--- src/rtl/bin2bcd_seq_pkg.sv ---
// Shared definitions for the sequential binary-to-BCD converter:
// FSM state encoding and seven-segment glyph constants.
package bin2bcd_seq_pkg;

  typedef enum logic {
    S_IDLE  = 1'b0,
    S_SHIFT = 1'b1
  } state_e;

  // Segment order {g,f,e,d,c,b,a}, active high.
  localparam logic [6:0] SEG_0     = 7'h3F;
  localparam logic [6:0] SEG_1     = 7'h06;
  localparam logic [6:0] SEG_2     = 7'h5B;
  localparam logic [6:0] SEG_3     = 7'h4F;
  localparam logic [6:0] SEG_4     = 7'h66;
  localparam logic [6:0] SEG_5     = 7'h6D;
  localparam logic [6:0] SEG_6     = 7'h7D;
  localparam logic [6:0] SEG_7     = 7'h07;
  localparam logic [6:0] SEG_8     = 7'h7F;
  localparam logic [6:0] SEG_9     = 7'h6F;
  localparam logic [6:0] SEG_BLANK = 7'h00;

endpackage

--- src/rtl/bin2bcd_seq_seg7_decode.sv ---
// Single BCD digit to seven-segment decoder. Codes 10-15 are blanked.
module seg7_decode
  import bin2bcd_seq_pkg::*;
(
  input  logic [3:0] digit,
  output logic [6:0] seg
);

  // Pure lookup from digit code to glyph.
  always_comb begin
    seg = SEG_BLANK;
    case (digit)
      4'd0: seg = SEG_0;
      4'd1: seg = SEG_1;
      4'd2: seg = SEG_2;
      4'd3: seg = SEG_3;
      4'd4: seg = SEG_4;
      4'd5: seg = SEG_5;
      4'd6: seg = SEG_6;
      4'd7: seg = SEG_7;
      4'd8: seg = SEG_8;
      4'd9: seg = SEG_9;
      default: seg = SEG_BLANK;
    endcase
  end

endmodule

--- src/rtl/bin2bcd_seq.sv ---
// Iterative double-dabble binary-to-BCD converter, one input bit per clock,
// with start/busy/done handshake. Defining BIN2BCD_SEG_EN adds a
// seven-segment output decoded from the registered bcd result.
//
// state   | meaning
// S_IDLE  | waiting for start; bcd holds the last result
// S_SHIFT | add-3 / shift iterations in progress, counter counts down to 0
module bin2bcd_seq
  import bin2bcd_seq_pkg::*;
#(
  parameter int WIDTH  = 8,
  parameter int DIGITS = 3
) (
  input  logic                  clk,
  input  logic                  clr,
  input  logic                  start,
  input  logic [WIDTH-1:0]      bin,
  output logic                  busy,
  output logic                  done,
  output logic [4*DIGITS-1:0]   bcd
`ifdef BIN2BCD_SEG_EN
  ,
  output logic [7*DIGITS-1:0]   seg
`endif
);

  localparam int CW = $clog2(WIDTH + 1);

  state_e                state_q,   state_d;
  logic [WIDTH-1:0]      shreg_q,   shreg_d;
  logic [4*DIGITS-1:0]   scratch_q, scratch_d;
  logic [4*DIGITS-1:0]   bcd_q,     bcd_d;
  logic [CW-1:0]         cnt_q,     cnt_d;
  logic                  busy_q,    busy_d;
  logic                  done_q,    done_d;
  logic [4*DIGITS-1:0]   adj;

  // Next-state logic: accept a request in idle, run one dabble step per cycle
  // in shift, and publish the result on the terminal count.
  always_comb begin
    state_d   = state_q;
    shreg_d   = shreg_q;
    scratch_d = scratch_q;
    bcd_d     = bcd_q;
    cnt_d     = cnt_q;
    busy_d    = busy_q;
    done_d    = 1'b0;
    adj       = scratch_q;

    case (state_q)
      S_IDLE: begin
        if (start) begin
          shreg_d   = bin;
          scratch_d = '0;
          cnt_d     = CW'(WIDTH);
          busy_d    = 1'b1;
          state_d   = S_SHIFT;
        end
      end
      S_SHIFT: begin
        // Digits are corrected independently; a corrected digit never exceeds 4'hC,
        // so no carry into the neighbour is needed.
        for (int i = 0; i < DIGITS; i++) begin
          if (adj[4*i +: 4] >= 4'd5) adj[4*i +: 4] = adj[4*i +: 4] + 4'd3;
        end
        {scratch_d, shreg_d} = {adj[4*DIGITS-2:0], shreg_q, 1'b0};
        cnt_d = cnt_q - CW'(1);
        if (cnt_q == CW'(1)) begin
          bcd_d   = scratch_d;
          done_d  = 1'b1;
          busy_d  = 1'b0;
          state_d = S_IDLE;
        end
      end
      default: state_d = S_IDLE;
    endcase
  end

  // State and datapath registers with synchronous clear.
  always_ff @(posedge clk) begin
    if (clr) begin
      state_q   <= S_IDLE;
      shreg_q   <= '0;
      scratch_q <= '0;
      bcd_q     <= '0;
      cnt_q     <= '0;
      busy_q    <= 1'b0;
      done_q    <= 1'b0;
    end else begin
      state_q   <= state_d;
      shreg_q   <= shreg_d;
      scratch_q <= scratch_d;
      bcd_q     <= bcd_d;
      cnt_q     <= cnt_d;
      busy_q    <= busy_d;
      done_q    <= done_d;
    end
  end

  assign busy = busy_q;
  assign done = done_q;
  assign bcd  = bcd_q;

`ifdef BIN2BCD_SEG_EN
  for (genvar g = 0; g < DIGITS; g++) begin : g_seg
    seg7_decode u_dec (
      .digit (bcd_q[4*g +: 4]),
      .seg   (seg[7*g +: 7])
    );
  end
`endif

endmodule

--- config.mk ---
export PLATFORM = sky130hd
export DESIGN_NAME = bin2bcd_seq
export DESIGN_NICKNAME = d
export VERILOG_FILES = /design/src/rtl/bin2bcd_seq_pkg.sv /design/src/rtl/bin2bcd_seq_seg7_decode.sv /design/src/rtl/bin2bcd_seq.sv
export SDC_FILE = /design/constraint.sdc
export NUM_CORES = 1
export LEC_CHECK = 0
export CAP_MARGIN = 30
export CORE_MARGIN = 1
export CORE_UTILIZATION = 65
export DETAILED_ROUTE_END_ITERATION = 10
export DONT_BUFFER_PORTS = 1
export GPL_ROUTABILITY_DRIVEN = 0
export PLACE_DENSITY = 0.81
export SYNTH_ARGS = -nofsm -noshare
export SYNTH_HDL_FRONTEND = slang
export SYNTH_SLANG_ARGS = --single-unit
export TNS_END_PERCENT = 20
--- constraint.sdc ---
create_clock -name clk -period 3.8 [get_ports clk]
set_input_delay 0.76 -clock clk [delete_from_list [all_inputs] [get_ports clk]]
set_output_delay 0.76 -clock clk [all_outputs]
set_load 0.02 [all_outputs]
==> results of run 1 <==
[critical path: cells and delay by family, from the launching register on]
family          cells  cell delay (ns)
flops               1             0.95
compound gates      1             0.25
simple gates        3             0.73
[flip-flops by register name, indices dropped and copies added, names as in the netlist]
register	cells
scratch_q	12
done	1
busy	1
state_q	1
bcd	12
shreg_q	8
cnt_q	4
[cells in the final DEF, fill, tap and decap left out, types with 2 or more instances in the layout]
master / n
clkbuf_4: 5
o2bb2ai_2: 2
nand2b_1: 6
inv_1: 8
o21ai_1: 12
o21ai_2: 2
a21o_1: 2
ha_1: 8
xnor2_1: 3
mux2i_1: 9
nor2_1: 21
dfxtp_1: 39
o2bb2ai_1: 9
nor3_1: 8
nor3b_1: 5
a21oi_1: 19
mux2_4: 2
nand3_1: 11
[worst max-delay path by stage]
stage                 start         end  slack, ns  cells after the start
floorplan             start  shreg_q[1]       2.38                      5
global placement    state_q      bcd[0]       1.95                      4
detailed placement  state_q      bcd[5]       1.81                      4
CTS                 state_q      bcd[5]       1.79                      4
global route        state_q      bcd[8]       1.56                      4
finish              state_q      bcd[5]       1.81                      4
[power by group]
group          switching [mW]  total, mW  internal (mW)
registers              0.0156      0.436          0.420
clock network           0.137      0.293          0.155
logic                  0.0267     0.0465         0.0198
total                   0.180      0.775          0.595
[kinds of logic after synthesis]
logic type | after synthesis | share of synthesized area (%)
and+or+nand+nor | 55 | 15.9
xor gates and xnor gates | 3 | 1.52
buffers and inverters | 19 | 4.98
AOI/OAI and AO/OA | 50 | 19.2
muxes | 12 | 7.58
DFF | 39 | 45.0
adders and majority gates | 8 | 5.77
[per-layer routing]
layer / vias up / share of wire, % / global-route usage, %
met2: 28 / 45 / 41.3
met3: 5 / 6.9 / 11.6
li1: 655 / - / -
met1: 591 / 46 / 29.0
met5: - / 0 / 0
met4: 0 / 1.2 / 6.58
[per-stage QoR]
step | utilization, % | setup WS (ns) | power [mW] | cells | instance area (µm²)
after floorplan | - | 2.38 | 0.487 | 186 | 1730
after global placement | 68.9 | 1.95 | 0.487 | 207 | 1720
after detailed placement | 68.9 | 1.81 | 0.491 | 207 | 1720
after CTS | 72.4 | 1.79 | 0.781 | 215 | 1810
after global routing | 72.4 | 1.56 | 0.803 | 215 | 1810
final | 72.4 | 1.81 | 0.775 | 215 | 1810
[area by class of cell]
cell class / instances / area [µm²] / area share, %
clock buffer: 6 / 51.3 / 2.84
clock inverter: 2 / 35.0 / 1.94
inverter: 10 / 37.5 / 2.07
multi-input combinational: 128 / 867 / 47.9
sequential: 39 / 781 / 43.2
tap: 30 / 37.5 / 2.07
==> metrics.txt, run 1 <==
status=completed; maximum buffer depth of the clock tree=2; DR vias=~1300; TritonCTS clock tree=yes; full die area=2880 µm²; vias per cell=~5.9; Reg clk slew, reported paths=approximately 0.12 ns; nets@finish=between 200 and 250; Syn Inst Count=186; synthesized cell area=about 1700 µm²; Net Count, Synth=205; Max-Cap Viols=0; hold endpoint=shreg_q[7]; fin crit period=1.99 ns; Post-DRT Antenna Nets=0; R2R depth=4; Synth area leaders=dfxtp_1 (45%), ha_1 (5.8%), a21oi_1 (5.5%); Max VDD drop=0.378 mV; Inserted Clock Buffers=5; Hold Path Stages=1; first-pass GRT wire length=approximately 5000 µm; # port buffers=0; reg2reg start=state_q; Final Hold Viols=0; Pre-antenna DRT Iters=4; IO Pins=25; pwr dens=428 nW/µm²; Resized Gates After CTS=0; leakage=0.671 nW; Worst Setup End Kind=register; Clock Sinks=39; Detailed Route Iter0 Violations=32; Reg-to-Reg End=bcd[5]; Fmax=a little over 0.5 GHz; sequential share of the synthesized area=45.0%; critical path class=reg -> reg; Hold Buf Count CTS=0; initial antenna violation count=0; Residual DRC=0; Core Region=2500 µm²; Rows=18; clk_lat worst skew=~0.35 ns; leading area contributor after synthesis=dfxtp_1; most frequent cell after synthesis=dfxtp_1; post-DP HPWL=2240 µm; antenna cell count=0; Root Driver=clkbuf_4; Worst Min Path Start=clr; CP max stage delay=between 0.9 and 1 ns; final setup vio count=0; post-route clock period utilization=52.3%; number of synthesized flops with an enable pin=0; Critical Path RT=4.08 ns; overall routing resource usage=25.0%; worst slew pin tran=0.925 ns; slew margin rel.=38.3%; setup tns final=0 ns; library cells used by synthesis=31; unrepaired setup endpoints after global routing=no; WL/cell=14.8 µm; Slew Viols, Final=0; die width=53.7 µm; main flop type after synthesis=dfxtp_1; Avg Inst Size Synth=approximately 9.3 µm²; largest net degree at the start of global routing=30; Clock Skews=0.00611 ns; most instantiated cells after synthesis=dfxtp_1 (39), nor2_1 (21), a21oi_1 (19); final wirelength=3180 µm; Hold WC Path Type=in -> reg; final global-route overflow total=0; crit path DAT=2.27 ns; share of the synthesized area in the top cell type=45.0%; P&R area growth vs syn=4.33%; slowest stage cell, crit path=dfxtp_1; Yosys reg bits=39; Filler Cell Count=between 150 and 200; CP cell instances=nand2_1, nor3_2, nand2b_1, o2bb2ai_1; share of layout cells above drive strength 1=9.19%; Min Hold Slack=around 0.46 ns; starting density of the core=69.4%; vias in the first global route=1137; setup slack, reg-to-reg=1.81 ns; Post-synth ARST share=0%; H-tree depth=2; Die H=53.7 µm; nature of the critical path startpoint=register; postcts setup bufs=0; CP Max Fanout=29; synth warn=0
(Power assumes the default switching activity.)
==> run 2: changes to the inputs <==
ABC_AREA = 1   (was default)
CORE_UTILIZATION = 55   (was 65)
PLACE_DENSITY = 0.73   (was 0.81)
clock period = 1.8 ns   (was 3.8 ns; I/O delays follow)
==> run 2 against run 1 <==
Against the previous run:
- core utilization down 11 points
- worst hold slack worse by 0.41 ns
- critical path type unchanged
- fmax up 29%
- synthesized area up 3.6%
- largest cell class unchanged
- global-route usage down 3.5 points
- total power up 110%
- sequential cell count unchanged
- clock skew up 0.013 ns
==> metrics.txt, run 2 <==
first-pass GRT wire length=5640 µm (was 5000 µm); Final Hold Viols=0 (unchanged); final global-route overflow total=0 (unchanged); Clock Skews=0.0190 ns (was 0.00611 ns); pwr dens=857 nW/µm² (was 428 nW/µm²); Residual DRC=0 (unchanged); clk_lat worst skew=0.35 ns (about the same); Filler Cell Count=299 (was 198); IO Pins=25 (unchanged); Synth area leaders=dfxtp_1 (43%), nand2_1 (17%), nand3_1 (7.5%) (was dfxtp_1 (45%), ha_1 (5.8%), a21oi_1 (5.5%)); clock share of power=37.7% (was 37.8%); commonest non-fill, non-tap cell in the layout=nand2_1 (was dfxtp_1); share of the synthesized area in the top cell type=43.5% (was 45.0%); most frequent cell after synthesis=nand2_1 (was dfxtp_1); maximum buffer depth of the clock tree=2 (unchanged); die width=59.2 µm (was 53.7 µm); Pre-antenna DRT Iters=4 (unchanged); Critical Path RT=2.05 ns (was 4.08 ns); setup tns final=0 ns (unchanged); synthesized cell area=1800 µm² (was 1730 µm²); most frequent cells in the layout=nand2_1 (81), dfxtp_1 (39), inv_1 (35) (was dfxtp_1 (39), nor2_1 (21), a21oi_1 (19)); post-DP HPWL=2370 µm (was 2240 µm); main flop type after synthesis=dfxtp_1 (unchanged); largest net degree at the start of global routing=18 (was 30); largest family of logic cells by synthesized area=simple AND/OR/NAND/NOR gates (was compound AO/OA/AOI/OAI gates); Slew Viols, Final=0 (unchanged); share of layout cells above drive strength 1=5.45% (was 9.19%); number of synthesized flops with an enable pin=0 (unchanged); Core Region=3080 µm² (was 2500 µm²); worst slew pin tran=0.571 ns (was 0.925 ns); overall routing resource usage=21.4% (was 25.0%); library cells used by synthesis=20 (was 31); Max-Cap Viols=0 (unchanged); Worst Setup End Kind=register (unchanged); Post-synth ARST share=0% (unchanged); Inserted Clock Buffers=5 (unchanged); simple-gate area share of the yosys netlist=28.8% (was 15.9%); GRT met2 Usage=35.6% (was 41.3%); sequential share of the synthesized area=43.5% (was 45.0%); CP Max Fanout=9 (was 29); DR vias=1529 (was 1279); pre-CTS setup slack=0.141 ns (was 1.81 ns); net switching power=0.378 mW (was 0.180 mW); Synth Area in Compound Gates=11.6% (was 19.2%); final setup margin=0.264 ns (was 1.81 ns); synth warn=0 (unchanged); initial antenna violation count=0 (unchanged); Clock Sinks=39 (unchanged); Post-DRT Antenna Nets=0 (unchanged); Yosys reg bits=39 (unchanged); post-route clock period utilization=85.3% (was 52.3%); postcts setup bufs=0 (unchanged); Syn Inst Count=257 (was 186); Root Driver=clkbuf_4 (unchanged); Fmax=0.651 GHz (was 0.503 GHz); Die H=59.2 µm (was 53.7 µm); TritonCTS clock tree=yes (unchanged); nets@finish=275 (was 203); Detailed Route Iter0 Violations=88 (was 32); P&R area growth vs syn=5.92% (was 4.33%); sequential power share=55.6% (was 56.2%); Avg Inst Size Synth=6.99 µm² (was 9.32 µm²); H-tree depth=2 (unchanged); Hold WC Path Type=in -> reg (unchanged); slew margin rel.=61.8% (was 38.3%); met1 GRT Util=26.8% (was 29.0%); Reg clk slew, reported paths=0.13 ns (was 0.12 ns); critical path class=reg -> reg (unchanged); crit path DAT=1.78 ns (was 2.27 ns); Sw Ratio=23.2% (about the same); status=completed (unchanged); adder-cell area share of the yosys netlist=5.57% (was 5.77%); gr busiest metal=met2 (unchanged); leading area contributor after synthesis=dfxtp_1 (unchanged); fin crit period=1.54 ns (was 1.99 ns); WL/cell=11.1 µm (was 14.8 µm); vias in the first global route=1329 (was 1137); met3 usage=5.24% (was 11.6%); full die area=3500 µm² (was 2880 µm²); Int Power=1.25 mW (was 0.595 mW); final wirelength=3350 µm (was 3180 µm); leakage=0.839 nW (was 0.671 nW); mux share of post-synthesis cell area=0% (was 7.58%); most instantiated cells after synthesis=nand2_1 (81), dfxtp_1 (39), inv_1 (35) (was dfxtp_1 (39), nor2_1 (21), a21oi_1 (19)); starting density of the core=58.4% (was 69.4%); Net Count, Synth=276 (was 205); Max VDD drop=0.545 mV (was 0.378 mV); Resized Gates After CTS=0 (unchanged); Combinational Power Share=6.8% (was 6.0%); final setup vio count=0 (unchanged); Post-Synth XOR/XNOR Area=0% (was 1.52%); # port buffers=0 (unchanged); nature of the critical path startpoint=register (unchanged); Rows=20 (was 18); Hold Buf Count CTS=0 (unchanged); unrepaired setup endpoints after global routing=no (unchanged); vias per cell=5.08 (was 5.95); antenna cell count=0 (unchanged)
-- run 2: final cells by class --
cell class / count / area, µm² / share of cell area, %
clock buffer: 6 / 51.3 / 2.70
sequential: 39 / 781 / 41.0
tap: 44 / 55.1 / 2.89
timing repair buffer: 2 / 15.0 / 0.789
inverter: 37 / 139 / 7.30
clock inverter: 2 / 35.0 / 1.84
multi-input combinational: 171 / 827 / 43.5
-- run 2: path summary, 6_finish.rpt --
check	start	endpoint	slack, ns	cells past startpoint
worst max register to register	state_q	cnt_q[3]	0.26	6
worst min register to register	shreg_q[7]	scratch_q[0]	0.46	2
worst max-delay path	state_q	cnt_q[3]	0.26	6
worst min-delay path	clr	scratch_q[8]	0.05	1
-- run 2: layer usage --
metal  up-vias  share of wire, %
li1        820                 -
met1       675                49
met2        28                46
met3         6               3.8
met4         0               1.5
met5         -                 0
-- run 2: kinds of logic after synthesis --
group	Yosys count
flip-flops	39
buffers and inverters	47
adder cells (fa/ha/maj)	8
AND/OR/NAND/NOR	123
AO/OA/AOI/OAI	40
-- run 2: power groups by stage --
| stage | Combinational, mW | Clock (mW) | Sequential [mW] |
|---|---|---|---|
| floorplan | 0.102 | 0 | 0.920 |
| global placement | 0.110 | 0 | 0.925 |
| detailed placement | 0.111 | 0 | 0.925 |
| CTS | 0.112 | 0.627 | 0.906 |
| global route | 0.128 | 0.655 | 0.910 |
| finish | 0.111 | 0.614 | 0.906 |
-- run 2: through the flow --
stage / power, mW / instances / area, µm² / util (%) / hold WS (ns)
floorplan: 1.02 / 257 / 1800 / - / 0.436
global placement: 1.04 / 293 / 1810 / 58.9 / 0.431
detailed placement: 1.04 / 293 / 1810 / 58.9 / 0.433
CTS: 1.65 / 301 / 1900 / 61.7 / 0.0460
global route: 1.69 / 301 / 1900 / 61.8 / 0.0364
finish: 1.63 / 301 / 1900 / 61.8 / 0.0540
-- run 2: worst max-delay path, stage by stage (launching register included) --
cell	delay (ns)
dfxtp_1	0.41
nor2_1	0.49
inv_1	0.22
nand3_1	0.14
nand3_1	0.07
nand2_1	0.06
inv_1	0.03
==> run 3: changes to the inputs <==
TNS_END_PERCENT = 100   (was 20)
clock period = 1.3 ns   (was 1.8 ns; I/O delays follow)
==> run 3 against run 2 <==
Against the previous run:
- critical path depth grew 1
- fmax rose by 26%
- combinational power rose by 68%
- sequential share of layout area is 2.2 points lower
- sequential cell count unchanged
- die area unchanged
- clock skew shrank 0.0047 ns
- worst setup slack got worse by 0.19 ns
- core utilization up 4.3 points
==> metrics.txt, run 3 (synthesis gave the netlist of run 2 again) <==
status=completed (unchanged); Hold Path Stages=2 (was 1); Post-DRT Antenna Nets=0 (unchanged); R2R depth=7 (was 6); Inserted Clock Buffers=5 (unchanged); Fmax=0.819 GHz (was 0.651 GHz); commonest non-fill, non-tap cell in the layout=nand2_1 (unchanged); Clock Skews=0.0143 ns (was 0.0190 ns); CP Max Fanout=4 (was 9); crit path DAT=1.51 ns (was 1.78 ns); Worst Setup End Kind=register (unchanged); Worst Min Path Start=bin[0] (was clr); net switching power=0.524 mW (was 0.378 mW); Max-Cap Viols=0 (unchanged); CP max stage delay=0.34 ns (was 0.49 ns); WL/cell=11.0 µm (was 11.1 µm); vias in the first global route=1393 (was 1329); fin crit period=1.22 ns (was 1.54 ns); initial antenna violation count=0 (unchanged); Final Hold Viols=0 (unchanged); reg2reg start=scratch_q[0] (was state_q); H-tree depth=2 (unchanged); clock share of power=32.8% (was 37.7%); CP cell instances=buf_4, ha_1, nand2_2, nand3_4, nand2_1, nand3_1, a21oi_1 (was nor2_1, inv_1, nand3_1, nand3_1, nand2_1, inv_1); starting density of the core=58.4% (unchanged); Critical Path RT=1.58 ns (was 2.05 ns); post-route clock period utilization=94.0% (was 85.3%); Min Hold Slack=0.0723 ns (was 0.0540 ns); maximum buffer depth of the clock tree=2 (unchanged); Detailed Route Iter0 Violations=65 (was 88); DRT met1 WL=1590 µm (was 1640 µm); leakage=0.911 nW (was 0.839 nW); final global-route overflow total=0 (unchanged); setup slack, reg-to-reg=0.08 ns (was 0.26 ns); slowest stage cell, crit path=dfxtp_2 (was nor2_1); delay-heaviest family, CP=simple AND/OR/NAND/NOR gates (unchanged); Clock Sinks=39 (unchanged); Root Driver=clkbuf_4 (unchanged); most frequent cells in the layout=nand2_1 (74), dfxtp_1 (32), inv_1 (31) (was nand2_1 (81), dfxtp_1 (39), inv_1 (35)); largest net degree at the start of global routing=16 (was 18); worst slew pin tran=0.592 ns (was 0.571 ns); first-pass GRT wire length=5760 µm (was 5640 µm); DR vias=1562 (was 1529); # port buffers=0 (unchanged); post-route cell area=2030 µm² (was 1900 µm²); nets@finish=287 (was 275); P&R area growth vs syn=13.2% (was 5.92%); final core utilization=66.1% (was 61.8%); Sw Ratio=24.4% (was 23.2%); full die area=3500 µm² (unchanged); Combinational Power Share=8.7% (was 6.8%); WP buf/inv=1 (was 2); Pre-antenna DRT Iters=4 (unchanged); post-DP HPWL=2480 µm (was 2370 µm); setup tns final=0 ns (unchanged); postcts setup bufs=0 (unchanged); vias per cell=4.99 (was 5.08); Reg clk slew, reported paths=0.12 ns (was 0.13 ns); antenna cell count=0 (unchanged); Top Layer Used=met4 (unchanged); die width=59.2 µm (unchanged); final wirelength=3450 µm (was 3350 µm); Core Region=3080 µm² (unchanged); TritonCTS clock tree=yes (unchanged); Reg-to-Reg End=scratch_q[1] (was cnt_q[3]); slew margin rel.=60.4% (was 61.8%); share of layout cells above drive strength 1=17.1% (was 5.45%); clk_lat worst skew=0.35 ns (about the same); Max VDD drop=0.694 mV (was 0.545 mV); final setup vio count=0 (unchanged); Int Power=1.62 mW (was 1.25 mW); Hold WC Path Type=in -> reg (unchanged); pwr dens=1050 nW/µm² (was 857 nW/µm²); critical path class=reg -> reg (unchanged); nature of the critical path startpoint=register (unchanged); unrepaired setup endpoints after global routing=no (unchanged); Placed Area=1900 µm² (was 1810 µm²); Residual DRC=0 (unchanged); overall routing resource usage=22.3% (was 21.4%); Die H=59.2 µm (unchanged); met2 WL=1640 µm (was 1530 µm); Rows=20 (unchanged); WL met3=160 µm (was 128 µm); Slew Viols, Final=0 (unchanged); hold endpoint=shreg_q[0] (was scratch_q[8]); sequential power share=58.5% (was 55.6%); IO Pins=25 (unchanged)
==> run 3: metal layers <==
| layer | GRT usage (%) | vias to the layer above |
|---|---|---|
| met2 | 37.7 | 30 |
| met5 | 0 | - |
| met4 | 11.6 | 0 |
| met1 | 26.6 | 677 |
| li1 | - | 847 |
| met3 | 4.80 | 8 |
==> run 3: repair_timing <==
| item | 4_1_cts | 5_1_grt |
|---|---|---|
| endpoints found under the hold margin | 15 | 0 |
| setup endpoints to repair | 5 | 26 |
| hold buffers | 1 | 0 |
| resized for setup | 2 | 26 |
==> run 3: power groups by stage <==
stage / Sequential [mW] / Clock (mW) / Combinational, mW
detailed placement: 1.28 / 0 / 0.176
CTS: 1.25 / 0.721 / 0.187
global placement: 1.28 / 0 / 0.174
global route: 1.26 / 0.774 / 0.214
floorplan: 1.27 / 0 / 0.141
finish: 1.25 / 0.704 / 0.186
==> run 3: per-stage QoR <==
stage                     total power [mW]  std cells  worst slack (ns)
after floorplan                       1.42        257            0.0925
after global placement                1.45        304            0.0513
after detailed placement              1.46        304           0.00654
after CTS                             2.16        313            0.0149
after global routing                  2.25        313           0.00744
final                                 2.14        313            0.0786
==> run 3: layout make-up <==
cell class | count | area [µm²]
clock buffer | 8 | 68.8
fill | 273 | 1040
inverter | 37 | 139
multi-input combinational | 171 | 875
sequential | 39 | 790
tap | 44 | 55.1
timing repair buffer | 14 | 108
==> run 3: how the worst max path moves through the flow <==
stage	from	end	slack, ns	cells past startpoint
2_1_floorplan	scratch_q[4]	scratch_q[5]	0.09	8
3_3_place_gp	scratch_q[1]	scratch_q[2]	0.05	8
3_5_place_dp	scratch_q[1]	bcd[2]	0.007	8
4_1_cts	scratch_q[4]	scratch_q[5]	0.01	8
5_1_grt	scratch_q[0]	scratch_q[1]	0.007	7
6_report	scratch_q[0]	scratch_q[1]	0.08	7
